## src/rtl/hazard_ctrl.sv

```systemverilog
// hazard_ctrl: load-use stall, memory-wait freeze and registered EX operand forward selects
// for the 5-stage core. Define HAZ_PERF_CNT_EN to add the saturating stall_cnt output.
module hazard_ctrl #(
    parameter int unsigned ADDR_WIDTH = 5
) (
    input  logic                  clk,
    input  logic                  rst_n,
    input  logic                  id_valid,
    input  logic [ADDR_WIDTH-1:0] id_rs1,
    input  logic [ADDR_WIDTH-1:0] id_rs2,
    input  logic                  id_rs1_used,
    input  logic                  id_rs2_used,
    input  logic [ADDR_WIDTH-1:0] id_rd,
    input  logic                  id_wen,
    input  logic                  id_is_load,
    input  logic                  ex_flush,
    input  logic                  mem_busy,
    output logic                  stall_if_id,
    output logic                  bubble_ex,
    output logic                  freeze_all,
`ifdef HAZ_PERF_CNT_EN
    output logic [15:0]           stall_cnt,
`endif
    output logic [1:0]            fwd_a_sel,
    output logic [1:0]            fwd_b_sel
);

    typedef enum logic [1:0] {
        ST_RUN,
        ST_LU_STALL,
        ST_MEM_WAIT
    } state_t;

    typedef struct packed {
        logic                  valid;
        logic                  wen;
        logic                  is_load;
        logic [ADDR_WIDTH-1:0] rd;
    } ex_slot_t;

    typedef struct packed {
        logic                  valid;
        logic                  wen;
        logic [ADDR_WIDTH-1:0] rd;
    } mem_slot_t;

    localparam logic [1:0] FWD_RF    = 2'b00;
    localparam logic [1:0] FWD_EXMEM = 2'b01;
    localparam logic [1:0] FWD_MEMWB = 2'b10;

    state_t    state_q, state_d;
    ex_slot_t  ex_q, ex_d;
    mem_slot_t mem_q, mem_d;
    logic [1:0] fwd_a_q, fwd_a_d;
    logic [1:0] fwd_b_q, fwd_b_d;
    logic       load_use;
    logic       lu_hazard;
    logic       bubble_in;

    function automatic logic reg_match(
        input logic                  valid,
        input logic                  wen,
        input logic [ADDR_WIDTH-1:0] rd,
        input logic [ADDR_WIDTH-1:0] rs,
        input logic                  used
    );
        return used & valid & wen & (rd == rs) & (rs != '0);
    endfunction

    // EX holds the youngest producer, so it wins over MEM; a load in EX never forwards from EX
    function automatic logic [1:0] fwd_select(
        input ex_slot_t              ex,
        input mem_slot_t             mem,
        input logic [ADDR_WIDTH-1:0] rs,
        input logic                  used
    );
        if (reg_match(ex.valid, ex.wen, ex.rd, rs, used) && !ex.is_load) begin
            return FWD_EXMEM;
        end
        if (reg_match(mem.valid, mem.wen, mem.rd, rs, used)) begin
            return FWD_MEMWB;
        end
        return FWD_RF;
    endfunction

    always_comb begin
        state_d     = state_q;
        stall_if_id = 1'b0;
        bubble_ex   = 1'b0;
        freeze_all  = 1'b0;
        load_use    = id_valid & ex_q.is_load &
                      (reg_match(ex_q.valid, ex_q.wen, ex_q.rd, id_rs1, id_rs1_used) |
                       reg_match(ex_q.valid, ex_q.wen, ex_q.rd, id_rs2, id_rs2_used));
        // a flush kills both the load in EX and the dependent in ID, so there is nothing to stall
        lu_hazard   = load_use & ~ex_flush;

        unique case (state_q)
            ST_RUN: begin
                stall_if_id = lu_hazard;
                bubble_ex   = lu_hazard;
                if (mem_busy) begin
                    state_d = ST_MEM_WAIT;
                end else if (lu_hazard) begin
                    state_d = ST_LU_STALL;
                end
            end
            ST_LU_STALL: begin
                state_d = ST_RUN;
            end
            ST_MEM_WAIT: begin
                freeze_all  = 1'b1;
                stall_if_id = 1'b1;
                if (!mem_busy) begin
                    state_d = ST_RUN;
                end
            end
            default: begin
                state_d = ST_RUN;
            end
        endcase
    end

    always_comb begin
        ex_d      = ex_q;
        mem_d     = mem_q;
        fwd_a_d   = fwd_a_q;
        fwd_b_d   = fwd_b_q;
        bubble_in = bubble_ex | ex_flush | ~id_valid;

        if (!freeze_all) begin
            if (ex_flush) begin
                mem_d = '0;
            end else begin
                mem_d = '{valid: ex_q.valid, wen: ex_q.wen, rd: ex_q.rd};
            end

            if (bubble_in) begin
                ex_d    = '0;
                fwd_a_d = FWD_RF;
                fwd_b_d = FWD_RF;
            end else begin
                ex_d    = '{valid: 1'b1, wen: id_wen, is_load: id_is_load, rd: id_rd};
                fwd_a_d = fwd_select(ex_q, mem_q, id_rs1, id_rs1_used);
                fwd_b_d = fwd_select(ex_q, mem_q, id_rs2, id_rs2_used);
            end
        end
    end

    always_ff @(posedge clk or negedge rst_n) begin
        if (!rst_n) begin
            state_q <= ST_RUN;
            ex_q    <= '0;
            mem_q   <= '0;
            fwd_a_q <= '0;
            fwd_b_q <= '0;
        end else begin
            state_q <= state_d;
            ex_q    <= ex_d;
            mem_q   <= mem_d;
            fwd_a_q <= fwd_a_d;
            fwd_b_q <= fwd_b_d;
        end
    end

    assign fwd_a_sel = fwd_a_q;
    assign fwd_b_sel = fwd_b_q;

`ifdef HAZ_PERF_CNT_EN
    logic [15:0] stall_cnt_q, stall_cnt_d;

    always_comb begin
        stall_cnt_d = stall_cnt_q;
        if (stall_if_id && (stall_cnt_q != '1)) begin
            stall_cnt_d = stall_cnt_q + 16'd1;
        end
    end

    always_ff @(posedge clk or negedge rst_n) begin
        if (!rst_n) begin
            stall_cnt_q <= '0;
        end else begin
            stall_cnt_q <= stall_cnt_d;
        end
    end

    assign stall_cnt = stall_cnt_q;
`endif

endmodule

```

## config.mk

```make
export PLATFORM = sky130hd
export DESIGN_NAME = hazard_ctrl
export DESIGN_NICKNAME = d
export VERILOG_FILES = /design/src/rtl/hazard_ctrl.sv
export SDC_FILE = /design/constraint.sdc
export NUM_CORES = 1
export LEC_CHECK = 0
export ABC_AREA = 1
export BUFFER_PORTS_ARGS = -buffer_cell sky130_fd_sc_hd__buf_2
export CAP_MARGIN = 20
export CORE_ASPECT_RATIO = 0.7
export CORE_MARGIN = 4
export CORE_UTILIZATION = 48
export DETAILED_ROUTE_END_ITERATION = 12
export PLACE_DENSITY_LB_ADDON = 0.25
export SYNTH_ARGS = -nofsm -noshare
export SYNTH_HDL_FRONTEND = slang
export SYNTH_SLANG_ARGS = --single-unit
```

## constraint.sdc

```tcl
create_clock -name clk -period 1.5 [get_ports clk]
set_clock_uncertainty 0.15 [all_clocks]
set_input_delay 0.225 -clock clk [delete_from_list [all_inputs] [get_ports clk]]
set_output_delay 0.225 -clock clk [all_outputs]
set_load 0.1 [all_outputs]
```

==> flow_summary.json <==
{
  "maxSlewViolCount": 0,
  "comb_power_share": 0.261,
  "critPathRequiredTime_ns": 1.12,
  "fill_cells": 197,
  "num_vias": 1604,
  "tritoncts": "yes",
  "critPathMaxFanout": 5,
  "initial_core_util": 0.504,
  "worst_pin_slew_ns": 0.490,
  "gr-total-overflow": 0,
  "violations": "setup timing",
  "grt_max_degree": 22,
  "dpl.hpwl_mm": 2.98,
  "cpPeakStageDelay_ns": 0.44,
  "final_cell_mix": "nand2_1 (81), buf_4 (39), buf_2 (27), inv_1 (24), nor2_1 (21)",
  "gp_congestion": 0.893,
  "timing.hold.ws_ns": 0.0372,
  "dpl_cell_area_um2": 1940,
  "arrival_ns": 1.70,
  "diodes": 0,
  "drive_gt1_frac": 0.378,
  "clk_latency_ns": 0.26,
  "fin_ws_ns": -0.578,
  "rsz0062_at_grt": "yes",
  "power_switching_mw": 0.396,
  "min_to": "ex_q[1]",
  "critPathLaunchType": "flop",
  "reg2regPathDepth": 12,
  "internal_power_mw": 0.936,
  "hp-start": "id_rd[1]",
  "antenna_found_initial": 0,
  "rows": 16,
  "max_freq_mhz": 481,
  "firstDrtPassIters": 4,
  "dieArea_um2": 3910,
  "reg2reg_from": "ex_q[2]",
  "synthCells": 215,
  "layout_commonest_cell": "nand2_1",
  "h-tree-depth": 1,
  "r2r_slack_ns": -0.30,
  "syn_nets": 239,
  "cts-buffers-inserted": 3,
  "finalHoldViolations": 0,
  "vias_per_cell": 4.91,
  "io_buffers": 30,
  "critPathKind": "reg -> out",
  "cts_buffer_depth": 2,
  "detail_route.iter0.violations": 146,
  "power_density_nw_per_um2": 622,
  "whs_path_depth": 3,
  "max_slew_margin": 0.676,
  "power_leakage_nw": 1.14,
  "finalCriticalPeriod_ns": 2.08,
  "setup_viol": 16,
  "ios": 31,
  "fp.dieW_um": 73.0,
  "power_frac_seq": 0.461,
  "synth-seq-cells": 21,
  "r2r-end": "fwd_a_sel[0]",
  "hold_class": "in -> reg",
  "nets": 316,
  "track_usage": 0.218,
  "wl_mm": 4.21,
  "grt_pass1_wl_mm": 6.44,
  "area_growth_pct": 50.6,
  "fin_area_um2": 2140,
  "synth.distinct_cells": 20,
  "power_switching_share": 0.298,
  "status": "finished with violations",
  "cp_slowest_cell": "dfrtp_1",
  "drv_cap": 0,
  "seq_area_frac_synth": 0.370,
  "yosysWarnings": 0,
  "drc": 0,
  "dp_slack_ns": -0.282,
  "clock-sinks": 21,
  "crit_start": "ex_q[2]",
  "synth_area_um2": 1420,
  "clkTransAtPathRegs_ns": 0.08,
  "vdd_drop_max_v": 0.000533,
  "register_area_um2": 528,
  "clkPwrFrac": 0.278,
  "multi_input_area_um2": 820,
  "root_buffer": "clkbuf_8",
  "path_cells": "inv_2 > nand2_1 > nand2_1 > nand2_1 > nor2_2 > nand2_2 > nand2_2 > nand2_2 > a21oi_4 > buf_12",
  "dieHeight_um": 53.5,
  "coreArea_um2": 2820,
  "grt_pass1_vias": 1423,
  "fin_crit_sh": 1.39,
  "syn_area_per_cell_um2": 6.61,
  "p_total_mw": 1.33,
  "post_drt_wl_per_cell_um": 12.9,
  "ant_nets": 0,
  "fin_util": 0.758,
  "end_kind": "output pin"
}
-- final cells by class --
cell class | count | area share
Inverter | 30 | 0.0561
Tap cell | 36 | 0.0210
Timing Repair Buffer | 76 | 0.272
Clock inverter | 1 | 0.00234
Clock buffer | 3 | 0.0193
Multi-Input combinational cell | 160 | 0.383
Sequential cell | 21 | 0.247
-- worst max path at each step --
stage,to,slack (ns)
6_report,stall_if_id,-0.58
5_1_grt,stall_if_id,-0.73
4_1_cts,stall_if_id,-0.52
3_5_place_dp,stall_if_id,-0.28
3_3_place_gp,stall_if_id,-0.25
2_1_floorplan,stall_if_id,-0.42
-- registers in the layout (all words and copies together) (netlist names) --
signal,cells
mem_q,7
ex_q,8
state_q,2
fwd_a_sel,2
fwd_b_sel,2
-- layer usage --
| metal | up-vias | GRT usage | routed length, um |
|---|---|---|---|
| li1 | 813 | - | - |
| met1 | 723 | 0.328 | 1960 |
| met2 | 62 | 0.313 | 1840 |
| met3 | 6 | 0.0522 | 364 |
| met4 | 0 | 0.0491 | 56 |
| met5 | - | 0 | 0 |
-- what timing repair did --
item,CTS,global route
cloned,0,1
gates resized for setup,14,5
hold buffers,2,0
buffers inserted,5,2
pin swaps,4,4
endpoints found under the hold margin,22,0
setup endpoints to repair,17,19
-- stage by stage --
stage	TNS, ns	cells
after floorplan	-0.885	215
after global placement	-1.80	314
after detailed placement	-2.43	314
after CTS	-3.66	325
after global routing	-7.01	327
final	-4.65	327
-- power by group through the flow --
stage | clock [mW] | sequential, mW | combinational [mW]
4_1_cts | 0.380 | 0.613 | 0.337
3_3_place_gp | 0 | 0.623 | 0.313
5_1_grt | 0.401 | 0.618 | 0.383
6_report | 0.371 | 0.614 | 0.347
2_1_floorplan | 0 | 0.619 | 0.158
3_5_place_dp | 0 | 0.624 | 0.316
-- cells in the mapped netlist --
cell / n / area (um2)
nand2_1: 84 / 315
inv_1: 25 / 93.8
nor2_1: 22 / 82.6
dfrtp_1: 21 / 526
nand3_1: 16 / 80.1
xnor2_1: 8 / 70.1
nand3_2: 7 / 70.1
o21ai_0: 7 / 35.0
a21oi_1: 5 / 25.0
inv_2: 4 / 15.0
nand4_1: 3 / 18.8
nor2_2: 3 / 18.8
nand2_2: 2 / 12.5
nor3_1: 2 / 10.0
buf_2: 1 / 5.00
buf_4: 1 / 7.51
buf_6: 1 / 11.3
clkbuf_1: 1 / 3.75
clkinv_1: 1 / 3.75
nand3_4: 1 / 17.5
-- worst max-delay path, delay by kind of cell, from the launching register on --
| kind | cells | cell delay [ns] |
|---|---|---|
| flops | 1 | 0.44 |
| buf+inv | 2 | 0.28 |
| compound gates | 1 | 0.14 |
| simple gates | 7 | 0.58 |
-- kinds of logic after synthesis --
| logic type | after synthesis | synth area share |
|---|---|---|
| compound gates | 12 | 0.0422 |
| xor+xnor | 8 | 0.0493 |
| buf+inv | 34 | 0.0986 |
| flops | 21 | 0.370 |
| simple gates | 140 | 0.440 |
(Power assumes the default switching activity.)
